--- config.mk ---
export PLATFORM = sky130hd
export DESIGN_NAME = tick_period_monitor
export DESIGN_NICKNAME = d
export VERILOG_FILES = /design/src/rtl/tick_period_monitor_pkg.sv /design/src/rtl/tick_period_monitor_sync_edge_detect.sv /design/src/rtl/tick_period_monitor.sv
export SDC_FILE = /design/constraint.sdc
export NUM_CORES = 1
export LEC_CHECK = 0
export ABC_AREA = 1
export BUFFER_PORTS_ARGS = -buffer_cell sky130_fd_sc_hd__buf_2
export CELL_PAD_IN_SITES_DETAIL_PLACEMENT = 1
export CELL_PAD_IN_SITES_GLOBAL_PLACEMENT = 2
export CORE_MARGIN = 2
export CORE_UTILIZATION = 35
export CTS_CLUSTER_SIZE = 40
export DETAILED_ROUTE_END_ITERATION = 12
export PLACE_DENSITY = 0.81
export SLEW_MARGIN = 20
export SYNTH_ARGS = -nofsm -noshare
export SYNTH_HDL_FRONTEND = slang
export SYNTH_HIERARCHICAL = 1
export SYNTH_SLANG_ARGS = --single-unit
export TNS_END_PERCENT = 5
--- constraint.sdc ---
create_clock -name clock -period 2.15 [get_ports clock]
set_input_delay 0.215 -clock clock [delete_from_list [all_inputs] [get_ports clock]]
set_output_delay 0.215 -clock clock [all_outputs]
set_load 0.05 [all_outputs]
--- src/rtl/tick_period_monitor_pkg.sv ---
// Shared definitions for the tick period monitor: FSM state encoding and
// default parameter values used by the top level and the testbench.
package tick_period_monitor_pkg;

  localparam int unsigned DEF_W          = 10;
  localparam int unsigned DEF_EXPECTED   = 500;
  localparam int unsigned DEF_TOL        = 2;
  localparam int unsigned DEF_LOCK_COUNT = 4;
  localparam int unsigned DEF_TIMEOUT    = 1000;

  typedef enum logic [1:0] {
    ST_IDLE    = 2'd0,
    ST_MEASURE = 2'd1,
    ST_LOCKED  = 2'd2
  } state_e;

endpackage : tick_period_monitor_pkg

--- src/rtl/tick_period_monitor_sync_edge_detect.sv ---
// Two-flop synchronizer for an asynchronous tick plus a rising-edge pulse.
// Ports:
//   clock       in  system clock
//   reset       in  asynchronous active-high reset
//   tick_in     in  asynchronous tick pulse
//   tick_edge_c out one-cycle pulse per synchronized rising edge (combinational)
module sync_edge_detect (
  input  logic clock,
  input  logic reset,
  input  logic tick_in,
  output logic tick_edge_c
);

  logic sync1_q;
  logic sync2_q;
  logic prev_q;
  logic vld1_q;
  logic vld2_q;
  logic seen_low_q;

  // vld tracks when sync2 holds a real post-reset sample; an edge is only
  // accepted after a genuine low has been observed, so a tick that is
  // already high when reset releases is ignored until it falls and rises.
  always_ff @(posedge clock or posedge reset) begin
    if (reset) begin
      sync1_q    <= 1'b0;
      sync2_q    <= 1'b0;
      prev_q     <= 1'b0;
      vld1_q     <= 1'b0;
      vld2_q     <= 1'b0;
      seen_low_q <= 1'b0;
    end else begin
      sync1_q <= tick_in;
      sync2_q <= sync1_q;
      prev_q  <= sync2_q;
      vld1_q  <= 1'b1;
      vld2_q  <= vld1_q;
      if (vld2_q && !sync2_q) begin
        seen_low_q <= 1'b1;
      end
    end
  end

  assign tick_edge_c = sync2_q & ~prev_q & seen_low_q;

endmodule : sync_edge_detect

--- src/rtl/tick_period_monitor.sv ---
// Measures the interval between rising edges of a slow tick, checks it
// against an expected period, raises a lock flag after a run of good
// periods and strobes an error when ticks stop.
// Ports:
//   clock        in  system clock
//   reset        in  asynchronous active-high reset
//   tick_in      in  asynchronous tick pulse
//   period       out last measured period in clock cycles
//   period_valid out one-cycle strobe when period updates
//   locked       out tick stream within tolerance
//   timeout_err  out one-cycle strobe on tick loss
module tick_period_monitor
  import tick_period_monitor_pkg::*;
#(
  parameter int unsigned W          = DEF_W,
  parameter int unsigned EXPECTED   = DEF_EXPECTED,
  parameter int unsigned TOL        = DEF_TOL,
  parameter int unsigned LOCK_COUNT = DEF_LOCK_COUNT,
  parameter int unsigned TIMEOUT    = DEF_TIMEOUT
) (
  input  logic         clock,
  input  logic         reset,
  input  logic         tick_in,
  output logic [W-1:0] period,
  output logic         period_valid,
  output logic         locked,
  output logic         timeout_err
);

  localparam int unsigned TOL_LO = (EXPECTED > TOL) ? EXPECTED - TOL : 0;
  localparam int unsigned TOL_HI = EXPECTED + TOL;

  logic tick_edge_c;

  sync_edge_detect u_sync (
    .clock       (clock),
    .reset       (reset),
    .tick_in     (tick_in),
    .tick_edge_c (tick_edge_c)
  );

  state_e       state_q, state_d;
  logic [W-1:0] cnt_q, cnt_d;
  logic [3:0]   mcnt_q, mcnt_d;
  logic [W-1:0] period_q, period_d;
  logic         period_valid_q, period_valid_d;
  logic         locked_q, locked_d;
  logic         timeout_err_q, timeout_err_d;

  // One extra bit so cnt+1 never wraps before the tolerance compare.
  logic [W:0]   meas_c;
  logic         in_tol_c;
  logic         timeout_hit_c;
  logic [3:0]   mcnt_inc_c;

  assign meas_c        = {1'b0, cnt_q} + (W+1)'(1);
  assign in_tol_c      = (meas_c >= (W+1)'(TOL_LO)) && (meas_c <= (W+1)'(TOL_HI));
  assign timeout_hit_c = (cnt_q == W'(TIMEOUT - 1));
  assign mcnt_inc_c    = mcnt_q + 4'd1;

  // Cycles since the last edge, saturating.
  always_comb begin
    cnt_d = cnt_q;
    if (tick_edge_c) begin
      cnt_d = '0;
    end else if (cnt_q != '1) begin
      cnt_d = cnt_q + W'(1);
    end
  end

  // FSM next state and output next values; an edge takes priority over timeout.
  always_comb begin
    state_d        = state_q;
    mcnt_d         = mcnt_q;
    period_d       = period_q;
    period_valid_d = 1'b0;
    locked_d       = locked_q;
    timeout_err_d  = 1'b0;
    unique case (state_q)
      ST_IDLE: begin
        if (tick_edge_c) begin
          state_d = ST_MEASURE;
          mcnt_d  = 4'd0;
        end
      end
      ST_MEASURE: begin
        if (tick_edge_c) begin
          period_d       = meas_c[W-1:0];
          period_valid_d = 1'b1;
          if (in_tol_c) begin
            mcnt_d = mcnt_inc_c;
            if (mcnt_inc_c == 4'(LOCK_COUNT)) begin
              state_d  = ST_LOCKED;
              locked_d = 1'b1;
            end
          end else begin
            mcnt_d = 4'd0;
          end
        end else if (timeout_hit_c) begin
          timeout_err_d = 1'b1;
          locked_d      = 1'b0;
          mcnt_d        = 4'd0;
          state_d       = ST_IDLE;
        end
      end
      ST_LOCKED: begin
        if (tick_edge_c) begin
          period_d       = meas_c[W-1:0];
          period_valid_d = 1'b1;
          if (!in_tol_c) begin
            locked_d = 1'b0;
            mcnt_d   = 4'd0;
            state_d  = ST_MEASURE;
          end
        end else if (timeout_hit_c) begin
          timeout_err_d = 1'b1;
          locked_d      = 1'b0;
          mcnt_d        = 4'd0;
          state_d       = ST_IDLE;
        end
      end
      default: begin
        state_d  = ST_IDLE;
        mcnt_d   = 4'd0;
        locked_d = 1'b0;
      end
    endcase
  end

  always_ff @(posedge clock or posedge reset) begin
    if (reset) begin
      state_q        <= ST_IDLE;
      cnt_q          <= '0;
      mcnt_q         <= 4'd0;
      period_q       <= '0;
      period_valid_q <= 1'b0;
      locked_q       <= 1'b0;
      timeout_err_q  <= 1'b0;
    end else begin
      state_q        <= state_d;
      cnt_q          <= cnt_d;
      mcnt_q         <= mcnt_d;
      period_q       <= period_d;
      period_valid_q <= period_valid_d;
      locked_q       <= locked_d;
      timeout_err_q  <= timeout_err_d;
    end
  end

  assign period       = period_q;
  assign period_valid = period_valid_q;
  assign locked       = locked_q;
  assign timeout_err  = timeout_err_q;

endmodule : tick_period_monitor

After elaboration in Yosys (flattened, before gate mapping)
Cells that the tools add are included.
- input port bits: 3
- bits in registers: 35
- logic and storage cells: 70
- bitwise operators: 4
- equal/unequal tests: 9
- muxes and demuxes: 29
- reductions and logical operators: 10
- $lt $le $gt $ge: 2
- add/sub/neg operators: 3
- operators by type and width (operator ; number):
    two-way mux 4 bit ; 6
    two-way mux 10 bit ; 2
    two-way mux 2 bit ; 7
    case mux 4 bit (3 select lines) ; 1
    adder 10 x 1 -> 11 bit, second input constant ; 1
    >= comparator 11 x 9 -> 1 bit, second input constant ; 1
    <= comparator 11 x 9 -> 1 bit, second input constant ; 1
    two-way mux 1 bit ; 11
    adder 10 x 1 -> 10 bit, second input constant ; 1
    == test 10 bit, second input constant ; 1
    != test 10 bit, second input constant ; 1
    != test 3 bit, second input constant ; 3
    AND reduction 4 bit ; 2
    case mux 2 bit (3 select lines) ; 1
    adder 4 x 1 -> 4 bit, second input constant ; 1
    == test 4 x 3 -> 1 bit, second input constant ; 1
    AND reduction 2 bit ; 2
    case mux 1 bit (3 select lines) ; 1
    AND 1 bit ; 2
    == test 2 x 1 -> 1 bit, second input constant ; 1
    == test 2 bit, second input constant ; 1
    logical AND 1 bit ; 2
    logical NOT 2 bit ; 1
    != test 2 bit, second input constant ; 1
    other kinds (4) ; 5

Longest topological paths before layout
- depth in word-level cells: 6
- depth in mapped cells: 13

By module
The synthesis kept the hierarchy.
- modules (own cells, without submodules) (module ; instances ; cells each ; area each (um^2)):
    tick_period_monitor ; 1 ; 223 ; 1686.6
    sync_edge_detect ; 1 ; 14 ; 182.7

Least setup slack after synthesis
OpenSTA, ideal clock, no wires.
- path kind: reg-to-reg
- start: register cnt_q[0]
- end: register state_q[0]
- path slack: 0.379 ns
- path buffers: 0
- arrival time: 1.654 ns
- stages on the path, launching flop included: 14
- setup time: 0.117 ns
- required time: 2.033 ns
- clock period less this slack: 1.771 ns
- path through: dfrtp_1 ha_1 nand3_1 inv_1 nand2_1 nand2_1 nand2_1 nand2_1 nor2_4 nand3_1 nand2_1 nand3_1 nand2_1 nand2_1
- longest elaborated chain between the ends: 5
- elaborated cells on any way between the ends: 12
- those cells by class: 1 x add/sub; 2 x order compare; 3 x eq/ne; 4 x mux; 2 x reduce/logical
- RTL lines (item ; RTL line ; source):
    start, declared ; tick_period_monitor.sv:43 ; logic [W-1:0] cnt_q, cnt_d;
    start signal, assigned ; tick_period_monitor.sv:141 ; cnt_q <= cnt_d;
    adder 10 x 1 -> 11 bit ; tick_period_monitor.sv:56 ; assign meas_c = {1'b0, cnt_q} + (W+1)'(1);
    >= comparator 11 x 9 -> 1 bit / <= comparator 11 x 9 -> 1 bit (equally long branches) ; tick_period_monitor.sv:57 ; assign in_tol_c = (meas_c >= (W+1)'(TOL_LO)) && (meas_c <= (W+1)'(TOL_HI));
    logical AND 1 bit ; tick_period_monitor.sv:57 ;
    != test 3 bit (no source line) ; n/a ;
    AND reduction 4 bit (no source line) ; n/a ;
    end signal, assigned ; tick_period_monitor.sv:140 ; state_q <= state_d;
    end, declared ; tick_period_monitor.sv:42 ; state_e state_q, state_d;
Several ways; a longest one is shown, not always the timed one.
A chain may end at the register's enable or synchronous reset.

Final worst setup path
Same ends and word-level chain as after synthesis.

==> metrics <==
status=complete, no violations; # DRC=0; Reg2Reg Capture Point=state_q[0]$_DFFE_PP0P_; Layout area overhead=19.7%; FP Rows=26; clock-pin slew on the worst setup and hold paths=0.08 ns; Clock Latency Late Sink=0.29 ns; detailed-route wire length=4680 µm; Chip Height=77.1 µm; Leak=1.11 nW; initial antenna violation count=0; post-synthesis net count=247; Top FF cell, synth=dfrtp_1; Final setup viols=0; most frequent cell after synthesis=nand2_1; Hold Path Sink=u_sync/sync1_q$_DFF_PP0_; CP Capture Type=register; reg-to-reg startpoint=cnt_q[0]$_DFFE_PP0P_; post-synth cell types=27; Max Cap Viol=0; Clock Skew=0.00592 ns; met3 wire len=84 µm; Max VDD drop=0.000596 V; fin nets=279; gr usage total=0.176; Routed Antenna Nets=0; Slew Viols, Final=0; top cell type's share of synthesized area=0.469; Num Clock Sinks=35; Hold WS=0.0230 ns; Max stage delay on crit path=0.45 ns; Most Frequent Cell on Critical Path=nand2_1; Fmax=0.505 GHz; total core area=5140 µm²; Hold Crit Class=input pin to register; Synth area leaders=dfrtp_1, nand2_1, inv_1; hold path startpoint=tick_in; DR vias=1628; Register-to-Register Path Depth=11; Setup TNS Final=0 ns; Synth top cells by count=nand2_1, dfrtp_1, inv_1; vias in the first global route=1799; metal1 wirelength=2190 µm; CTS Buffer Depth=2; top fanout value on the critical path=7; Avg Inst Size Synth=7.89 µm²; required time of the critical path=2.33 ns; Initial Util=0.364; number of synthesis warnings=6; global-route wire length before repair=8360 µm; Place WS=0.116 ns; I/O Buffers=15; hold path cells=1; Synth Register Bits=35; post-synth top area cell=dfrtp_1; Antenna diodes=0; Hold Vio Cnt, Final=0; fin crit period=1.98 ns; initial DRC count=75; CTS tree=yes; crit path launch type=register; Ports=16; root buf cell=clkbuf_8; Slowest-stage cell, CP=dfrtp_2; worst reg-to-reg setup slack=0.17 ns; Seq/Total Area, Yosys=0.469; maximum level of the CTS H-tree=2; setup ws final=0.171 ns; worst-path cell chain=ha_1, inv_1, or2_2, nand2_1, nand2_1, nand3_2, nor2_4, nand4_4, buf_4, nand4_1, nand2_1; met2 wire length=2330 µm; pwr dens=1000 nW/µm²; Core Util, Final=0.435; largest net degree at the start of global routing=30; Die Area=5940 µm²; final RePlAce weighted congestion=0.776; RSZ-0062 raised after global routing=no; CTS buffer count=5; wire length per cell=13.8 µm; total power draw=2.24 mW; Mapped Area=1870 µm²; DR top layer=met4; WP data arrival=2.16 ns; Chip Width=77.1 µm; Crit Path Class=register to register; share of layout cells above drive strength 1=0.189; Syn Inst Count=237; fin crit share=0.920; gr ovfl total=0; asr flop ratio synth=1.00; detailed-router iteration count before antenna repair=4; post-DP HPWL=3510 µm; EDFF count, synth=0; vias per inst=4.79
-- critical path: cells and delay by family (launching register included) --
| family | cells | cell delay (ns) |
|---|---|---|
| simple gates | 8 | 0.84 |
| flops | 1 | 0.45 |
| fa+ha+maj | 1 | 0.33 |
| buf+inv | 2 | 0.25 |
-- sequential cells by signal (all words and copies together) (netlist names) --
register / cells
period: 10
u_sync/prev_q: 1
locked: 1
u_sync/sync1_q: 1
timeout_err: 1
u_sync/sync2_q: 1
u_sync/vld2_q: 1
u_sync/seen_low_q: 1
mcnt_q: 4
cnt_q: 10
u_sync/vld1_q: 1
state_q: 2
period_valid: 1
-- worst max path at each step --
stage                                   endpoint  depth (start not counted)  slack, ns                  from
after detailed placement   mcnt_q[2]$_DFFE_PP0P_                         11       0.12  cnt_q[0]$_DFFE_PP0P_
final                     state_q[0]$_DFFE_PP0P_                         11       0.17  cnt_q[0]$_DFFE_PP0P_
after global routing       mcnt_q[2]$_DFFE_PP0P_                         11     0.0008  cnt_q[0]$_DFFE_PP0P_
after CTS                  mcnt_q[2]$_DFFE_PP0P_                         11       0.11  cnt_q[0]$_DFFE_PP0P_
after global placement    state_q[1]$_DFFE_PP0P_                         13       0.22  cnt_q[0]$_DFFE_PP0P_
after floorplan           state_q[0]$_DFFE_PP0P_                         13       0.38  cnt_q[0]$_DFFE_PP0P_
-- routing by layer --
| metal | vias to the layer above | track usage |
|---|---|---|
| met5 | - | 0 |
| met4 | 0 | 0.0750 |
| met3 | 7 | 0.0294 |
| met2 | 12 | 0.304 |
| met1 | 792 | 0.218 |
| li1 | 817 | - |
-- timing repair --
item                                    4_1_cts  5_1_grt
endpoints found under the setup margin        0        7
buffers inserted                              0        7
hold buffers                                  1        0
gates resized for setup                       0        5
hold endpoints to repair                      6        0
-- kinds of logic after synthesis --
kind of cell | count (synthesis) | synth area share
adders and majority gates | 7 | 0.0469
other | 1 | 0.00201
and+or+nand+nor | 120 | 0.299
xor gates and xnor gates | 3 | 0.0141
DFF | 35 | 0.469
AOI/OAI and AO/OA | 34 | 0.0951
buffers and inverters | 37 | 0.0750
-- cells in the final DEF, fill, tap and decap left out, types with 2 or more instances in the layout --
master    netlist  routed
nor2_1          7       7
buf_4           0      13
a21oi_1         7       7
o21ai_1         2       2
inv_1          32      32
dfrtp_1        35      34
nand2_1        75      74
o21ai_0        22      22
nand3_1        18      16
nand3_2         2       4
nand4_1         4       4
clkbuf_8        0       6
nor3_1          4       4
xnor2_1         2       2
nand3b_1        2       2
buf_2           1      15
ha_1            7       6
nor2_4          2       2
nor2_2          3       3
-- power breakdown --
part | internal, mW | switching, mW | total (mW)
registers | 0.762 | 0.0972 | 0.860
clock network | 0.261 | 0.256 | 0.517
logic | 0.253 | 0.609 | 0.863
total | 1.28 | 0.962 | 2.24
-- per-stage QoR --
| stage | instance area, µm² | std cells |
|---|---|---|
| after floorplan | 1870 | 237 |
| after global placement | 2060 | 324 |
| after detailed placement | 2060 | 324 |
| after CTS | 2170 | 333 |
| after global routing | 2240 | 340 |
| final | 2240 | 340 |
-- layout make-up --
cell class | instances | area [µm²]
Timing Repair Buffer | 29 | 183
Multi-Input combinational cell | 165 | 868
Inverter | 33 | 124
Sequential cell | 35 | 877
Clock buffer | 6 | 82.6
Clock inverter | 2 | 16.3
Fill cell | 673 | 2900
Tap cell | 70 | 87.6
No activity file was read; power rests on OpenSTA's default activity.
